## src/rtl/microwave_sequencer.sv

```systemverilog
// Microwave cook-cycle controller: keypad digit entry into the timer,
// IDLE/ENTRY/COOK/PAUSE/DONE sequencing, magnetron, count enable and beeper.
module microwave_sequencer #(
    parameter int MAX_DIGITS = 3,
    parameter int BEEP_SECS  = 3
) (
    input  logic       clk,
    input  logic       clearn,
    input  logic [9:0] keypad,
    input  logic       startn,
    input  logic       stopn,
    input  logic       door_closed,
    input  logic       zero,
    input  logic       pgt_1Hz,
    output logic [3:0] D,
    output logic       loadn,
    output logic       tclrn,
    output logic       enablen,
    output logic       mag_on,
    output logic       beep,
    output logic [2:0] state
);

    localparam int DCW = $clog2(MAX_DIGITS + 1);
    localparam int BCW = $clog2(BEEP_SECS + 1);

    typedef enum logic [2:0] {
        IDLE  = 3'd0,
        ENTRY = 3'd1,
        COOK  = 3'd2,
        PAUSE = 3'd3,
        DONE  = 3'd4
    } state_t;

    state_t           state_q, state_d;
    logic [9:0]       key_q, key_prev_q;
    logic             startn_q, startn_prev_q;
    logic             stopn_q, stopn_prev_q;
    logic [3:0]       d_q, d_d;
    logic             loadn_q, loadn_d;
    logic             tclrn_q, tclrn_d;
    logic             enablen_q, enablen_d;
    logic             mag_on_q, mag_on_d;
    logic             beep_q, beep_d;
    logic [DCW-1:0]   digit_cnt_q, digit_cnt_d;
    logic [BCW-1:0]   beep_cnt_q, beep_cnt_d;

    logic             key_ev, start_ev, stop_ev;
    logic [3:0]       digit;

    always_ff @(posedge clk or negedge clearn) begin
        if (!clearn) begin
            state_q       <= IDLE;
            key_q         <= '0;
            key_prev_q    <= '0;
            startn_q      <= 1'b1;
            startn_prev_q <= 1'b1;
            stopn_q       <= 1'b1;
            stopn_prev_q  <= 1'b1;
            d_q           <= '0;
            loadn_q       <= 1'b1;
            tclrn_q       <= 1'b1;
            enablen_q     <= 1'b1;
            mag_on_q      <= 1'b0;
            beep_q        <= 1'b0;
            digit_cnt_q   <= '0;
            beep_cnt_q    <= '0;
        end else begin
            state_q       <= state_d;
            key_q         <= keypad;
            key_prev_q    <= key_q;
            startn_q      <= startn;
            startn_prev_q <= startn_q;
            stopn_q       <= stopn;
            stopn_prev_q  <= stopn_q;
            d_q           <= d_d;
            loadn_q       <= loadn_d;
            tclrn_q       <= tclrn_d;
            enablen_q     <= enablen_d;
            mag_on_q      <= mag_on_d;
            beep_q        <= beep_d;
            digit_cnt_q   <= digit_cnt_d;
            beep_cnt_q    <= beep_cnt_d;
        end
    end

    // A key counts only on the first cycle a single key appears after all-released.
    always_comb begin
        key_ev   = $onehot(key_q) && (key_prev_q == '0);
        start_ev = startn_prev_q && !startn_q;
        stop_ev  = stopn_prev_q && !stopn_q;
        digit    = '0;
        for (int unsigned i = 0; i < 10; i++) begin
            if (key_q[i]) digit = 4'(i);
        end
    end

    always_comb begin
        state_d     = state_q;
        d_d         = d_q;
        loadn_d     = 1'b1;
        tclrn_d     = 1'b1;
        digit_cnt_d = digit_cnt_q;
        beep_cnt_d  = beep_cnt_q;
        case (state_q)
            IDLE: begin
                if (key_ev) begin
                    d_d         = digit;
                    loadn_d     = 1'b0;
                    digit_cnt_d = DCW'(1);
                    state_d     = ENTRY;
                end
            end
            ENTRY: begin
                if (stop_ev) begin
                    tclrn_d     = 1'b0;
                    digit_cnt_d = '0;
                    state_d     = IDLE;
                end else if (start_ev && door_closed && !zero) begin
                    state_d = COOK;
                end else if (key_ev && (digit_cnt_q < DCW'(MAX_DIGITS))) begin
                    d_d         = digit;
                    loadn_d     = 1'b0;
                    digit_cnt_d = digit_cnt_q + DCW'(1);
                end
            end
            COOK: begin
                if (zero) begin
                    beep_cnt_d = '0;
                    state_d    = DONE;
                end else if (!door_closed || stop_ev) begin
                    state_d = PAUSE;
                end
            end
            PAUSE: begin
                if (stop_ev) begin
                    tclrn_d     = 1'b0;
                    digit_cnt_d = '0;
                    state_d     = IDLE;
                end else if (start_ev && door_closed) begin
                    state_d = COOK;
                end
            end
            DONE: begin
                if (stop_ev) begin
                    digit_cnt_d = '0;
                    state_d     = IDLE;
                end else if (key_ev) begin
                    d_d         = digit;
                    loadn_d     = 1'b0;
                    digit_cnt_d = DCW'(1);
                    state_d     = ENTRY;
                end else if (pgt_1Hz) begin
                    beep_cnt_d = beep_cnt_q + BCW'(1);
                    if (beep_cnt_d == BCW'(BEEP_SECS)) begin
                        digit_cnt_d = '0;
                        state_d     = IDLE;
                    end
                end
            end
            default: state_d = IDLE;
        endcase
    end

    // Levels are registered from the next state so they follow the transition edge.
    always_comb begin
        enablen_d = (state_d != COOK);
        mag_on_d  = (state_d == COOK);
        beep_d    = (state_d == DONE);
    end

    assign D       = d_q;
    assign loadn   = loadn_q;
    assign tclrn   = tclrn_q;
    assign enablen = enablen_q;
    assign mag_on  = mag_on_q;
    assign beep    = beep_q;
    assign state   = state_q;

endmodule
```

## config.mk

```make
export PLATFORM = sky130hd
export DESIGN_NAME = microwave_sequencer
export DESIGN_NICKNAME = d
export VERILOG_FILES = /design/src/rtl/microwave_sequencer.sv
export SDC_FILE = /design/constraint.sdc
export NUM_CORES = 1
export LEC_CHECK = 0
export CAP_MARGIN = 20
export CORE_MARGIN = 4
export CORE_UTILIZATION = 45
export DETAILED_ROUTE_END_ITERATION = 7
export PLACE_DENSITY = 0.69
export SETUP_SLACK_MARGIN = 0.3
export SYNTH_ARGS = -nofsm -noshare
export SYNTH_HDL_FRONTEND = slang
export SYNTH_SLANG_ARGS = --single-unit
```

## constraint.sdc

```tcl
create_clock -name clk -period 7.1 [get_ports clk]
set_clock_uncertainty 0.15 [all_clocks]
set_input_delay 1.42 -clock clk [delete_from_list [all_inputs] [get_ports clk]]
set_output_delay 1.42 -clock clk [all_outputs]
set_load 0.05 [all_outputs]
```

# Word-level counts from Yosys, hierarchy flattened
# Cells that the tools add are included.
[classes]
n_mux = 50
eq_ne = 22
n_reduce_logical = 20
n_lt_le_gt_ge = 1
n_addsub = 11
[op_table]
columns = ["operator", "n"]
rows = [
  ["$mux 4", 13],
  ["$mux 3", 11],
  ["$mux 2", 13],
  ["$ne 2x2->1 const B", 9],
  ["$pmux 3 s5", 1],
  ["$pmux 4 s3", 1],
  ["$add 1x1->2", 5],
  ["$logic_not 10->1", 1],
  ["$reduce_and 5->1", 2],
  ["$eq 3x2->1 const B", 3],
  ["$mux 1", 8],
  ["$ne 4x4->1 const B", 2],
  ["$pmux 2 s4", 1],
  ["$reduce_and 7->1", 1],
  ["$add 2x2->3", 2],
  ["$eq 3x3->1 const B", 2],
  ["$logic_and 1x1->1", 6],
  ["$ne 3x3->1 const B", 2],
  ["$add 2x1->2 const B", 2],
  ["$add 3x3->4", 1],
  ["$add 4x2->4", 1],
  ["$eq 4x1->1 const B", 1],
  ["$logic_not 1->1", 4],
  ["$pmux 2 s2", 1],
  ["11 further kinds", 11],
]
[word_totals]
output_inout_bits = 12
wordCells = 119
reg_bits = 40
in_bits = 17

# Logic depth before layout (Yosys ltp)
[logic_depth]
depth_word = 13
depth_mapped = 13
depth_no_buf = 13

# Least setup slack after synthesis
# OpenSTA, ideal clock, no wires.
[synth_path]
path_type = "register to register"
startpoint = "reg key_q[0]"
endpoint = "reg digit_cnt_q[0]"
t_required_ps = 6823
setup_ps = 127
path_slack_ps = 3069
synth_period_minus_slack_ps = 4031
arrival_ps = 3753
path_buffers = 0
path_stages_with_launch = 14
cell_sequence = "dfrtp_1 -> fa_1 -> fa_1 -> inv_1 -> fa_1 -> inv_1 -> ha_1 -> inv_1 -> fa_1 -> nor4bb_1 -> o2111ai_2 -> o211ai_1 -> and3_1 -> mux2_1"
[synth_via]
elab_chain_cells = 9
elab_cells_between_ends = 15
classes_between = "add/sub: 4; eq/ne: 5; mux: 3; reduce/logical: 3"
[synth_lines]
columns = ["element", "line_no", "text"]
rows = [
  ["from (decl)", "36", "logic [9:0] key_q, key_prev_q;"],
  ["from (signal assigned)", "70", "key_q <= keypad;"],
  ["$add 1x1->2 (implied by the code) *", "89", "key_ev = $onehot(key_q) && (key_prev_q == '0);"],
  ["$add 2x2->3 (implied by the code) *", "89", ""],
  ["$add 3x3->4 (implied by the code) *", "89", ""],
  ["$add 4x2->4 (implied by the code) *", "89", ""],
  ["$eq 4x1->1 *", "89", ""],
  ["$logic_and 1x1->1 *", "89", ""],
  ["$logic_and 1x1->1 or $mux 2 (tied branches)", "121, 148", ""],
  ["$ne 3x3->1 (no source line) or $mux 2 (tied branches)", "--", ""],
  ["$reduce_and 7->1 (no source line) or $pmux 2 s4 (tied branches)", "--", ""],
  ["to (signal assigned)", "82", "digit_cnt_q <= digit_cnt_d;"],
  ["to (decl)", "45", "logic [DCW-1:0] digit_cnt_q, digit_cnt_d;"],
]
# Mark *: on every way between the ends. The rest lies on a longest branch, timed or not.
# A chain may end at the register's enable or synchronous reset.

# Worst setup path after layout
[layout_path]
startpoint = "reg key_q[5]"
endpoint = "reg digit_cnt_q[1]"
# The elaborated chain is that of the path after synthesis.

==> impl_metrics.json <==
{
  "status": "completed",
  "fin_area_um2": 2270,
  "synth-adder-area-share_pct": 9.46,
  "synth_top_family_by_area": "simple AND/OR/NAND/NOR gates",
  "hpwlAfterDp_mm": 2.34,
  "drive_gt1_share_pct": 14.3,
  "synth_top_area_share_pct": 45.9,
  "clock-sinks": 40,
  "cts_htree_levels": 2,
  "yosysTopAreaCell": "dfrtp_1",
  "cts_tree": "yes",
  "fin_cells": 223,
  "ctsResizeCount": 0,
  "synthSimpleGateAreaFrac_pct": 13.4,
  "synthFlopType": "dfrtp_1",
  "place_area_um2": 2110,
  "leakage_nw": 1.01,
  "setup.worst_path.end_class": "flip-flop",
  "die_area_um2": 5070,
  "path_cells": "fa_1, fa_1, inv_1, fa_1, inv_1, ha_1, inv_1, fa_1, nor4bb_1, o2111ai_2, o211ai_1, and3_1, mux2_1",
  "diodes": 0,
  "critPathKind": "reg2reg",
  "synth.most_common_cell": "dfrtp_1",
  "syn-num-nets": 170,
  "setup_viol": 0,
  "maxSlewHeadroom_pct": 44.0,
  "cts-root-buf": "clkbuf_8",
  "synth_common_cells": "dfrtp_1 (33), inv_1 (15), nand2_1 (10)",
  "hold_buffers": 0,
  "vias": 1153,
  "drc": 0,
  "dr.pass1.iters": 4,
  "ys_warn_count": 0,
  "drtIter0Drc": 43,
  "ant_nets": 0,
  "worst_pin_slew_ns": 0.839,
  "rrSetupSlack_ns": 2.80,
  "fp-row-count": 22,
  "cts_max_path_buffers": 2,
  "final_hold_viol_count": 0,
  "crit_slowest_cell": "fa_1",
  "worst_hold_path_type": "reg2reg",
  "synthArstFlopShare_pct": 100,
  "clock_latency_ns": 0.29,
  "power_uw": 680,
  "synth_xor_area_share_pct": 0,
  "routed_wl_mm": 3.05,
  "synth_compound_area_share_pct": 12.3,
  "dieWidth_um": 71.2,
  "min_period_ns": 4.30,
  "fin_ws_ns": 2.80,
  "post-place-ws_ns": 2.78,
  "io_buffer_count": 28,
  "seq_area_frac_synth_pct": 56.2,
  "grt_setup_unrepaired": "no",
  "holdWs_ns": 0.230,
  "irDropWorstVdd_mv": 0.181,
  "max_stage_delay_ns": 0.51,
  "cts.clk_slew.worst_paths_ns": 0.07,
  "dp.cells": 215,
  "fin_crit_sh_pct": 60.6,
  "critPathMostFrequentCell": "fa_1",
  "grt_pass1_wl_mm": 5.44,
  "wl_per_cell_um": 13.7,
  "antenna_found_initial": 0,
  "synth.area.mux_share_pct": 4.52,
  "initial_core_util_pct": 47.7,
  "synthCells": 143,
  "core_um2": 3770,
  "grt_max_degree": 41,
  "grt_pass1_vias": 1220,
  "ios": 29,
  "syn_to_final_growth_pct": 26.4,
  "overflow": 0,
  "max-cap-violations": 0,
  "crit_fanout": 6,
  "required_ns": 7.13,
  "final_util_pct": 60.3,
  "critical_path.top_delay_family": "adder cells",
  "die_y_um": 71.2,
  "nNetsFinal": 201,
  "synth_edf_count": 0,
  "grtUsageTotal_pct": 13.9,
  "gp_congestion": 0.851,
  "slew_viol_final": 0,
  "via_per_inst": 5.17,
  "critical_path_buf_inv_count": 3,
  "postCtsSetupBuffers": 0,
  "cp.arrival_ns": 4.33,
  "ys_seq_elements": 40,
  "p_per_area_nw_per_um2": 299,
  "cts_buffers": 5,
  "syn_area_um2": 1800,
  "tns_ns": 0,
  "yosysUniqueCellTypes": 40,
  "synth_area_leaders": "dfrtp_1 (46%), dfstp_2 (10%), fa_1 (6.7%), inv_1 (3.1%), mux2_1 (3.1%)",
  "syn_avg_cell_area_um2": 12.6,
  "clock.fmax_ghz": 0.233,
  "cp-start-kind": "flip-flop"
}
-- worst paths after layout --
kind                                        to  cells past startpoint     start
worst max-delay path            digit_cnt_q[1]                     13  key_q[5]
worst min register to register    stopn_prev_q                      0   stopn_q
worst max register to register  digit_cnt_q[1]                     13  key_q[5]
max in group asynchronous                 D[0]                      1    clearn
worst min-delay path              stopn_prev_q                      0   stopn_q
min in group asynchronous                 D[2]                      1    clearn
-- state kept, by name (all words and copies together) (netlist names) --
signal / flops
tclrn: 1
enablen: 1
key_prev_q: 10
digit_cnt_q: 2
state: 3
beep: 1
stopn_q: 1
beep_cnt_q: 2
loadn: 1
startn_prev_q: 1
key_q: 10
D: 4
startn_q: 1
mag_on: 1
stopn_prev_q: 1
-- area by class of cell --
class	instances	area [um^2]
clock buffers	5	68.8
clock inverters	3	90.1
fillers	285	1500
inverters	15	56.3
multi-input cells	84	713
flip-flops and latches	40	1010
well taps	48	60.1
repair buffers	28	275
-- worst register-to-register path: stages (launching register included) --
cell and delay, ns:
dfrtp_1 0.42, fa_1 0.51, fa_1 0.49, inv_1 0.05
fa_1 0.43, inv_1 0.07, ha_1 0.21, inv_1 0.07
fa_1 0.47, nor4bb_1 0.37, o2111ai_2 0.25, o211ai_1 0.15
and3_1 0.22, mux2_1 0.33
-- report_power, final --
part | total [mW] | switching (mW) | internal [mW]
sequential | 0.274 | 0.0222 | 0.251
combinational | 0.154 | 0.0862 | 0.0677
clock | 0.252 | 0.0764 | 0.176
total | 0.680 | 0.185 | 0.495
-- kinds of logic after synthesis --
logic type / count (synthesis)
compound gates: 26
fa+ha+maj: 10
flops: 40
simple gates: 41
mux: 7
buf+inv: 19
-- metal layers --
layer,wire length (um),part of all wire [%],up-vias,GRT usage [%]
li1,-,-,557,-
met1,1390,46,562,18.1
met2,1410,46,27,20.3
met3,183,6.0,7,5.47
met4,66,2.2,0,6.89
met5,0,0,-,0
-- cells in the final DEF, fill, tap and decap left out, types with 3 or more instances in the layout --
master / n
nor2_1: 6
nand2b_1: 3
mux2_1: 5
nand2_1: 10
clkdlybuf4s50_1: 27
dfstp_2: 7
inv_1: 15
fa_1: 6
bufinv_16: 3
nand3_1: 5
o21ai_0: 3
nor2b_1: 3
clkbuf_8: 5
ha_1: 4
dfrtp_1: 33
a21oi_1: 5
nor3_1: 4
(Power assumes the default switching activity.)
